===== config.mk =====
export PLATFORM = sky130hd
export DESIGN_NAME = cci_mpf_prim_lutram_wr_arb
export DESIGN_NICKNAME = d
export VERILOG_FILES = /design/src/rtl/cci_mpf_prim_pkg.sv /design/src/rtl/cci_mpf_prim_lutram.sv /design/src/rtl/cci_mpf_prim_lutram_wr_arb.sv
export SDC_FILE = /design/constraint.sdc
export NUM_CORES = 2
export LEC_CHECK = 0
export CAP_MARGIN = 15
export CORE_MARGIN = 2
export CORE_UTILIZATION = 50
export CTS_CLUSTER_SIZE = 40
export DETAILED_ROUTE_END_ITERATION = 10
export PLACE_DENSITY = 0.71
export SYNTH_ARGS = -nofsm -noshare
export SYNTH_HDL_FRONTEND = slang
export SYNTH_SLANG_ARGS = --single-unit

===== constraint.sdc =====
create_clock -name clk -period 16.39 [get_ports clk]
set_input_delay 2.4585 -clock clk [delete_from_list [all_inputs] [get_ports clk]]
set_output_delay 2.4585 -clock clk [all_outputs]
set_load 0.05 [all_outputs]

===== src/rtl/cci_mpf_prim_pkg.sv =====
// Shared types for the CCI-MPF primitive library.
package cci_mpf_prim_pkg;

   // Write-arbitrated LUTRAM controller states: table initialization, then normal operation.
   typedef enum logic {
      INIT = 1'b0,
      RUN  = 1'b1
   } t_lutram_arb_state;

endpackage : cci_mpf_prim_pkg


===== src/rtl/cci_mpf_prim_lutram.sv =====
// Single-write-port LUTRAM with an asynchronous (combinational) read port.
module cci_mpf_prim_lutram #(
   parameter int unsigned N_ENTRIES   = 32,
   parameter int unsigned N_DATA_BITS = 64
) (
   input  logic                           clk,
   input  logic                           wen,
   input  logic [$clog2(N_ENTRIES)-1:0]   waddr,
   input  logic [N_DATA_BITS-1:0]         wdata,
   input  logic [$clog2(N_ENTRIES)-1:0]   raddr,
   output logic [N_DATA_BITS-1:0]         rdata
);

   logic [N_DATA_BITS-1:0] mem_q [N_ENTRIES];

   // Storage write; new contents become visible on the read port after the edge.
   always_ff @(posedge clk) begin
      if (wen) begin
         mem_q[waddr] <= wdata;
      end
   end

   assign rdata = mem_q[raddr];

endmodule : cci_mpf_prim_lutram


===== src/rtl/cci_mpf_prim_lutram_wr_arb.sv =====
// LUTRAM with N round-robin-arbitrated write ports and post-reset table initialization.
// Optional feature: define CCI_MPF_PRIM_LUTRAM_WR_ARB_CONFLICT_EN to build the
// same-address write collision detector driving wr_conflict.
module cci_mpf_prim_lutram_wr_arb
   import cci_mpf_prim_pkg::*;
#(
   parameter int unsigned             N_ENTRIES   = 32,
   parameter int unsigned             N_DATA_BITS = 64,
   parameter int unsigned             N_WRITERS   = 4,
   parameter logic [N_DATA_BITS-1:0]  INIT_VALUE  = N_DATA_BITS'(0)
) (
   input  logic                                          clk,
   input  logic                                          reset,
   output logic                                          rdy,
   input  logic [N_WRITERS-1:0]                          wr_req,
   input  logic [N_WRITERS-1:0][$clog2(N_ENTRIES)-1:0]   wr_addr,
   input  logic [N_WRITERS-1:0][N_DATA_BITS-1:0]         wr_data,
   output logic [N_WRITERS-1:0]                          wr_grant,
   input  logic [$clog2(N_ENTRIES)-1:0]                  raddr,
   output logic [N_DATA_BITS-1:0]                        rdata,
   output logic                                          wr_conflict
);

   localparam int unsigned A_W   = $clog2(N_ENTRIES);
   localparam int unsigned IDX_W = $clog2(N_WRITERS);

   t_lutram_arb_state      state_q;
   logic [A_W-1:0]         init_ctr_q;
   logic [IDX_W-1:0]       rr_ptr_q;
   logic [IDX_W-1:0]       rr_ptr_d;
   logic                   rdy_q;

   logic [N_WRITERS-1:0]   grant_c;
   logic [IDX_W-1:0]       grant_idx_c;
   logic                   grant_vld_c;

   logic                   wen_c;
   logic [A_W-1:0]         waddr_c;
   logic [N_DATA_BITS-1:0] wdata_c;

   // Round-robin arbiter: first requester at or after rr_ptr, wrapping; no grants during INIT.
   always_comb begin
      int unsigned scan_idx;
      grant_c     = '0;
      grant_idx_c = '0;
      grant_vld_c = 1'b0;
      scan_idx    = 0;
      if (state_q == RUN) begin
         for (int unsigned k = 0; k < N_WRITERS; k++) begin
            scan_idx = 32'(rr_ptr_q) + k;
            if (scan_idx >= N_WRITERS) begin
               scan_idx = scan_idx - N_WRITERS;
            end
            if (!grant_vld_c && wr_req[IDX_W'(scan_idx)]) begin
               grant_vld_c = 1'b1;
               grant_idx_c = IDX_W'(scan_idx);
            end
         end
         if (grant_vld_c) begin
            grant_c[grant_idx_c] = 1'b1;
         end
      end
   end

   // Pointer moves to the writer just after the one granted.
   always_comb begin
      rr_ptr_d = rr_ptr_q;
      if (grant_vld_c) begin
         rr_ptr_d = (grant_idx_c == IDX_W'(N_WRITERS - 1)) ? '0 : grant_idx_c + IDX_W'(1);
      end
   end

   // Write-port mux: init sweep owns the port in INIT, the granted writer in RUN.
   always_comb begin
      wen_c   = 1'b0;
      waddr_c = init_ctr_q;
      wdata_c = INIT_VALUE;
      if (state_q == INIT) begin
         wen_c = 1'b1;
      end else if (grant_vld_c) begin
         wen_c   = 1'b1;
         waddr_c = wr_addr[grant_idx_c];
         wdata_c = wr_data[grant_idx_c];
      end
   end

   // Control FSM: sweep every entry once after reset, then arbitrate writes.
   always_ff @(posedge clk) begin
      if (reset) begin
         state_q    <= INIT;
         init_ctr_q <= '0;
         rr_ptr_q   <= '0;
         rdy_q      <= 1'b0;
      end else begin
         case (state_q)
            INIT: begin
               init_ctr_q <= init_ctr_q + A_W'(1);
               if (init_ctr_q == A_W'(N_ENTRIES - 1)) begin
                  state_q <= RUN;
                  rdy_q   <= 1'b1;
               end
            end
            RUN: begin
               rr_ptr_q <= rr_ptr_d;
            end
            default: begin
               state_q <= INIT;
            end
         endcase
      end
   end

`ifdef CCI_MPF_PRIM_LUTRAM_WR_ARB_CONFLICT_EN
   logic conflict_c;
   logic conflict_q;

   // Any pair of active requesters targeting the same entry.
   always_comb begin
      conflict_c = 1'b0;
      for (int unsigned i = 0; i < N_WRITERS; i++) begin
         for (int unsigned j = i + 1; j < N_WRITERS; j++) begin
            if (wr_req[IDX_W'(i)] && wr_req[IDX_W'(j)] &&
                (wr_addr[IDX_W'(i)] == wr_addr[IDX_W'(j)])) begin
               conflict_c = 1'b1;
            end
         end
      end
   end

   // One-cycle-late collision flag, only meaningful while running.
   always_ff @(posedge clk) begin
      if (reset) begin
         conflict_q <= 1'b0;
      end else begin
         conflict_q <= (state_q == RUN) && conflict_c;
      end
   end

   assign wr_conflict = conflict_q;
`else
   assign wr_conflict = 1'b0;
`endif

   cci_mpf_prim_lutram #(
      .N_ENTRIES   (N_ENTRIES),
      .N_DATA_BITS (N_DATA_BITS)
   ) u_mem (
      .clk   (clk),
      .wen   (wen_c),
      .waddr (waddr_c),
      .wdata (wdata_c),
      .raddr (raddr),
      .rdata (rdata)
   );

   assign rdy      = rdy_q;
   assign wr_grant = grant_c;

endmodule : cci_mpf_prim_lutram_wr_arb


After elaboration in Yosys (flattened, before gate mapping)
Memories as Yosys holds them, arrays and structs flattened.
Cells that the tools add are included.

operators by class
  $add $sub $neg = 9
  order comparisons = 11
  equality and inequality tests = 2
  mux-type cells = 50
  bitwise logic cells = 1
  reduce and logical (&&, ||, !) cells = 9

operator list
  kind                 number
  $mux 64              3
  $bmux 64 s2          1
  $mux 2               15
  $mux 1               20
  $lt 2x3->1 const B   6
  $mux 5               3
  $bmux 5 s2           1
  $ge 3x3->1 const B   3
  $bmux 1 s2           4
  $mux 4               2
  $sub 2x1->2 const B  4
  $add 2x2->3 const B  2
  $add 5x1->5 const B  1
  $eq 5x5->1 const B   1
  $logic_and 1x1->1    4
  $reduce_and 2->1     2
  $add 2x1->3 const B  1
  $ge 2x3->1 const B   1
  $logic_not 1->1      3
  $add 2x1->2 const B  1
  $demux 1 s2          1
  $eq 2x2->1 const B   1
  $ge 2x1->1 const B   1
  $not 1->1            1

word-level totals
  bits in registers = 9
  bits in writable memories = 2048
  input port bits = 287
  output and inout bits = 70
  word-level logic and storage cells = 87
  memories kept = 1

memory list
  name         depth  width  rd ports  clocked after Yosys merged registers in  wr ports  RTL line                   source
  u_mem.mem_q  32     64     1         0                                        1         cci_mpf_prim_lutram.sv:14  logic [N_DATA_BITS-1:0] mem_q [N_ENTRIES];

Longest topological paths before layout
  word-level depth = 25
  gate-level depth with buffers = 9
  gate-level depth less buffers = 7

Hierarchy
A second synthesis with hierarchy kept.

unflattened totals
  cells, all modules = 3430
  area, all modules = 80567.3 µm²

by module, submodules not included
  module                      times used  cells an instance  area an instance (µm²)  seq. area each (µm²)
  cci_mpf_prim_lutram         1           3033               77683.3                 61499.0
  cci_mpf_prim_lutram_wr_arb  1           397                2884.0                  180.2

Worst setup path before layout
OpenSTA, ideal clock, no wires.

  path kind = input to register
  start point = in wr_req[3]
  end point = mem u_mem.mem_q[15][0], enable pin
  setup time = 0.578 ns
  data arrival time = 8.663 ns
  path slack = 7.149 ns
  stages on the path = 7
  buffers on the path = 1
  path through = or3b_2 -> nand3_1 -> buf_2 -> nand2_1 -> a31o_2 -> nor4_2 -> nor3b_1

on the way
  word-level cells in the longest chain between the ends = 21
  elaborated cells on any way between the ends = 37

ends and longest elaborated chain
  what                                                    RTL line                                                            source
  from (decl)                                             cci_mpf_prim_lutram_wr_arb.sv:15                                    input logic [N_WRITERS-1:0] wr_req,
  $bmux 1 s2                                              cci_mpf_prim_lutram_wr_arb.sv:54                                    if (!grant_vld_c && wr_req[IDX_W'(scan_idx)]) begin
  $mux 1 (not written as such)                            cci_mpf_prim_lutram_wr_arb.sv:54
  $mux 1                                                  cci_mpf_prim_lutram_wr_arb.sv:54
  $mux 1                                                  cci_mpf_prim_lutram_wr_arb.sv:48                                    if (state_q == RUN) begin
  $logic_not 1->1                                         cci_mpf_prim_lutram_wr_arb.sv:54
  $logic_and 1x1->1                                       cci_mpf_prim_lutram_wr_arb.sv:54
  $mux 1                                                  cci_mpf_prim_lutram_wr_arb.sv:54
  $mux 1                                                  cci_mpf_prim_lutram_wr_arb.sv:48
  [4 not listed]                                          n/a
  $logic_not 1->1                                         cci_mpf_prim_lutram_wr_arb.sv:54
  $logic_and 1x1->1                                       cci_mpf_prim_lutram_wr_arb.sv:54
  $mux 2 or $mux 1 (tied branches)                        cci_mpf_prim_lutram_wr_arb.sv:54
  $mux 2 or $mux 1 (tied branches) (2 in series)          cci_mpf_prim_lutram_wr_arb.sv:48
  $bmux 5 s2 or $mux 1 (tied branches)                    cci_mpf_prim_lutram_wr_arb.sv:82, cci_mpf_prim_lutram_wr_arb.sv:80
  $mux 5 (not written as such) or $mux 1 (tied branches)  cci_mpf_prim_lutram_wr_arb.sv:82, cci_mpf_prim_lutram_wr_arb.sv:78
  $mux 5 or $mux 1 (tied branches)                        cci_mpf_prim_lutram_wr_arb.sv:80, cci_mpf_prim_lutram.sv:18
  $mux 5 or $mux 1 (tied branches)                        cci_mpf_prim_lutram_wr_arb.sv:78, cci_mpf_prim_lutram.sv:19
  to (decl)                                               cci_mpf_prim_lutram.sv:14

Several ways; a longest one is shown, not always the timed one. The select of a mux whose other input is x is not followed.

Final worst setup path
  start point = in raddr[1]
  end point = out rdata[16]

on the way
  word-level cells in the longest chain between the ends = 1

ends and longest elaborated chain
  what           RTL line                          source
  from (decl)    cci_mpf_prim_lutram_wr_arb.sv:19  input logic [$clog2(N_ENTRIES)-1:0] raddr,
  $mem_v2 32x64  n/a
  to (decl)      cci_mpf_prim_lutram_wr_arb.sv:20  output logic [N_DATA_BITS-1:0] rdata,

Every way passes these cells.

==> metrics.cfg <==
[run_status]
run_status=completed

[cts]
cts_root_buffer=clkbuf_16
cts_buffer_depth=3
cts_resized=0
cts_tree=yes
htreeDepth=4
clock_sinks=2057
cts_buffers=197
cts_hold_buf=0
clkSlewWorstSetupHoldPaths_ns=0.06
clk_latency_ns=0.81
cts_setup_buffers=0

[sta]
drv_slew=0
min_period_ns=9.57
setup_tns_ns=0
slew_headroom_pct=24.7
max_clock_freq_ghz=0.104
fin_crit_sh_pct=58.4
hold_viol_final=0
finalClockSkew_ns=0.0296
worstMarginPinSlew_ns=1.13
setup_viol=0
rsz0062_at_grt=false
hold_slack_ns=0.547

[logic_synthesis]
synth-warning-count=0
netlist_area_um2=80600
synth_cell_types=46
async_reset_ff_share_pct=0
synth.avg_cell_area_um2=23.2
synth-edff-count=2048
ys_seq_area_share_pct=76.6
synth_flop_cell=edfxtp_1
synth_seq_cells=2057
synth_nets=3769
synth_cells=3480

[global_route]
grt_pass1_wl_um=288000
grt_pass1_vias=39500
antenna_found_initial=16
grtUsageTotal_pct=25.2
grt_max_degree=152
gr-total-overflow=0

[routing]
finalWirelength_um=206000
ant_nets=0
dr.first_iter.drc_count=5703
via_per_inst=6.25
drcViolationCount=0
wl_per_cell_um=32.6
dr.pass1.iters=6
dr_total_vias=39500

[setup_path]
end_kind=output pin
path_class=in2out
reg2reg_slack_ns=10.54
reg2reg_depth=10
r2r_start=rr_ptr_q[0]
rr_endpoint=u_mem.mem_q[4][24]
start_kind=input pin
cp.required_ns=13.93
path_max_fanout=151
crit_arrival_ns=7.12

[cells_and_area]
syn_to_final_growth_pct=16.3
drive_gt1_share_pct=30.0
fill_cells=11200
final_cells=6313
finalNetCount=4277
layout_commonest_cell=edfxtp_1
final_area_um2=93700
final_cell_mix=2048 x edfxtp_1, 641 x mux4_2, 350 x clkdlybuf4s50_1

[pwr]
power_uw=10800
power_density_nw_per_um2=115
p_leak_uw=0.0298
vdd_ir_drop_max_mv=0.117

[place]
gp_congestion=0.746
numPortBuffers=355
dp_hpwl_um=105000
place_inst=5942
dpl_cell_area_um2=87500

[floorplanning]
die_area_um2=164000
io_pins=357
design.core.area_um2=160000
die_h_um=405
num_rows=147
die_x_um=405
initial_core_util_pct=50.2

[hold_path]
min_from=init_ctr_q[4]
hold-path-endpoint=init_ctr_q[4]
hold_path_depth=2
hp-class=reg2reg

[flow_run]
max_cap_violations=0

-- sequential cells by signal, indices dropped and copies added, names as in the netlist --
register     cells
state_q          1
init_ctr_q       5
u_mem.mem_q   2048
rr_ptr_q         2
rdy              1
-- area by class of cell --
type | instances | area [µm²] | area share, %
Antenna cell | 4 | 10.0 | 0.0107
Clock inverter | 109 | 912 | 0.973
Inverter | 3 | 11.3 | 0.0120
Timing Repair Buffer | 504 | 4830 | 5.15
Tap cell | 2160 | 2700 | 2.88
Sequential cell | 2057 | 61700 | 65.8
Clock buffer | 251 | 5220 | 5.57
Multi-Input combinational cell | 1225 | 18400 | 19.6
-- where the power goes --
group	total, µW	internal (µW)	switching (µW)
combinational	680	318	362
clock	4340	2450	1890
sequential	5780	5770	14.1
-- cell usage after synthesis, drive strengths merged (2+ instances only) --
cell type	n	share of area, %
a21o	2	0.019
a221o	2	0.025
a21oi	131	0.81
mux2	129	1.8
a221oi	2	0.030
a2111oi	2	0.022
xnor2	2	0.022
dfxtp	9	0.22
a211oi	5	0.047
nor4	2	0.031
nand3	3	0.019
nand4	3	0.023
a211o	4	0.043
mux2i	3	0.037
mux4	641	18
ha	2	0.031
edfxtp	2048	76
nor2	110	0.51
o21ai	2	0.012
inv	3	0.014
clkbuf	119	0.55
nand2b	3	0.023
buf	76	0.44
and2	4	0.031
o211ai	2	0.019
nor3	9	0.070
nor2b	10	0.078
xor2	2	0.022
nand2	138	0.65
-- stage by stage --
stage | setup WS (ns) | utilization (%)
after floorplan | 7.15 | -
after global placement | 6.78 | 54.5
after detailed placement | 6.82 | 54.5
after CTS | 6.77 | 58.4
after global routing | 6.54 | 58.4
final | 6.82 | 58.4
-- worst max-delay path, cell delays in order --
cell	delay (ns)
buf_8	0.56
buf_12	0.69
buf_4	0.94
mux4_2	0.43
mux4_2	0.50
mux2_2	0.34
clkdlybuf4s50_1	0.72
-- logic make-up after synthesis --
logic type               after synthesis  share of synthesized area (%)
buffers and inverters                198                           1.00
flip-flops                          2057                           76.6
other                                  1                        0.00465
XOR/XNOR                               4                         0.0435
adder cells (fa/ha/maj)                2                         0.0311
AO/OA/AOI/OAI                        160                           1.14
AND/OR/NAND/NOR                      285                           1.46
multiplexers                         773                           19.8
-- per-layer routing --
| layer | GRT usage (%) | wire (µm) |
|---|---|---|
| met5 | 0 | 80 |
| met4 | 8.17 | 6150 |
| met3 | 5.52 | 20200 |
| met2 | 40.5 | 101000 |
| met1 | 34.6 | 78500 |
-- worst max path at each step --
stage	startpoint	end	slack (ns)
after floorplan	wr_req[3]	u_mem.mem_q[15][0]	7.15
after global placement	raddr[0]	rdata[18]	6.78
after detailed placement	raddr[0]	rdata[18]	6.82
after CTS	raddr[0]	rdata[18]	6.77
after global routing	raddr[0]	rdata[18]	6.54
final	raddr[1]	rdata[16]	6.82
Note: power is estimated with default switching activity, not from simulation.
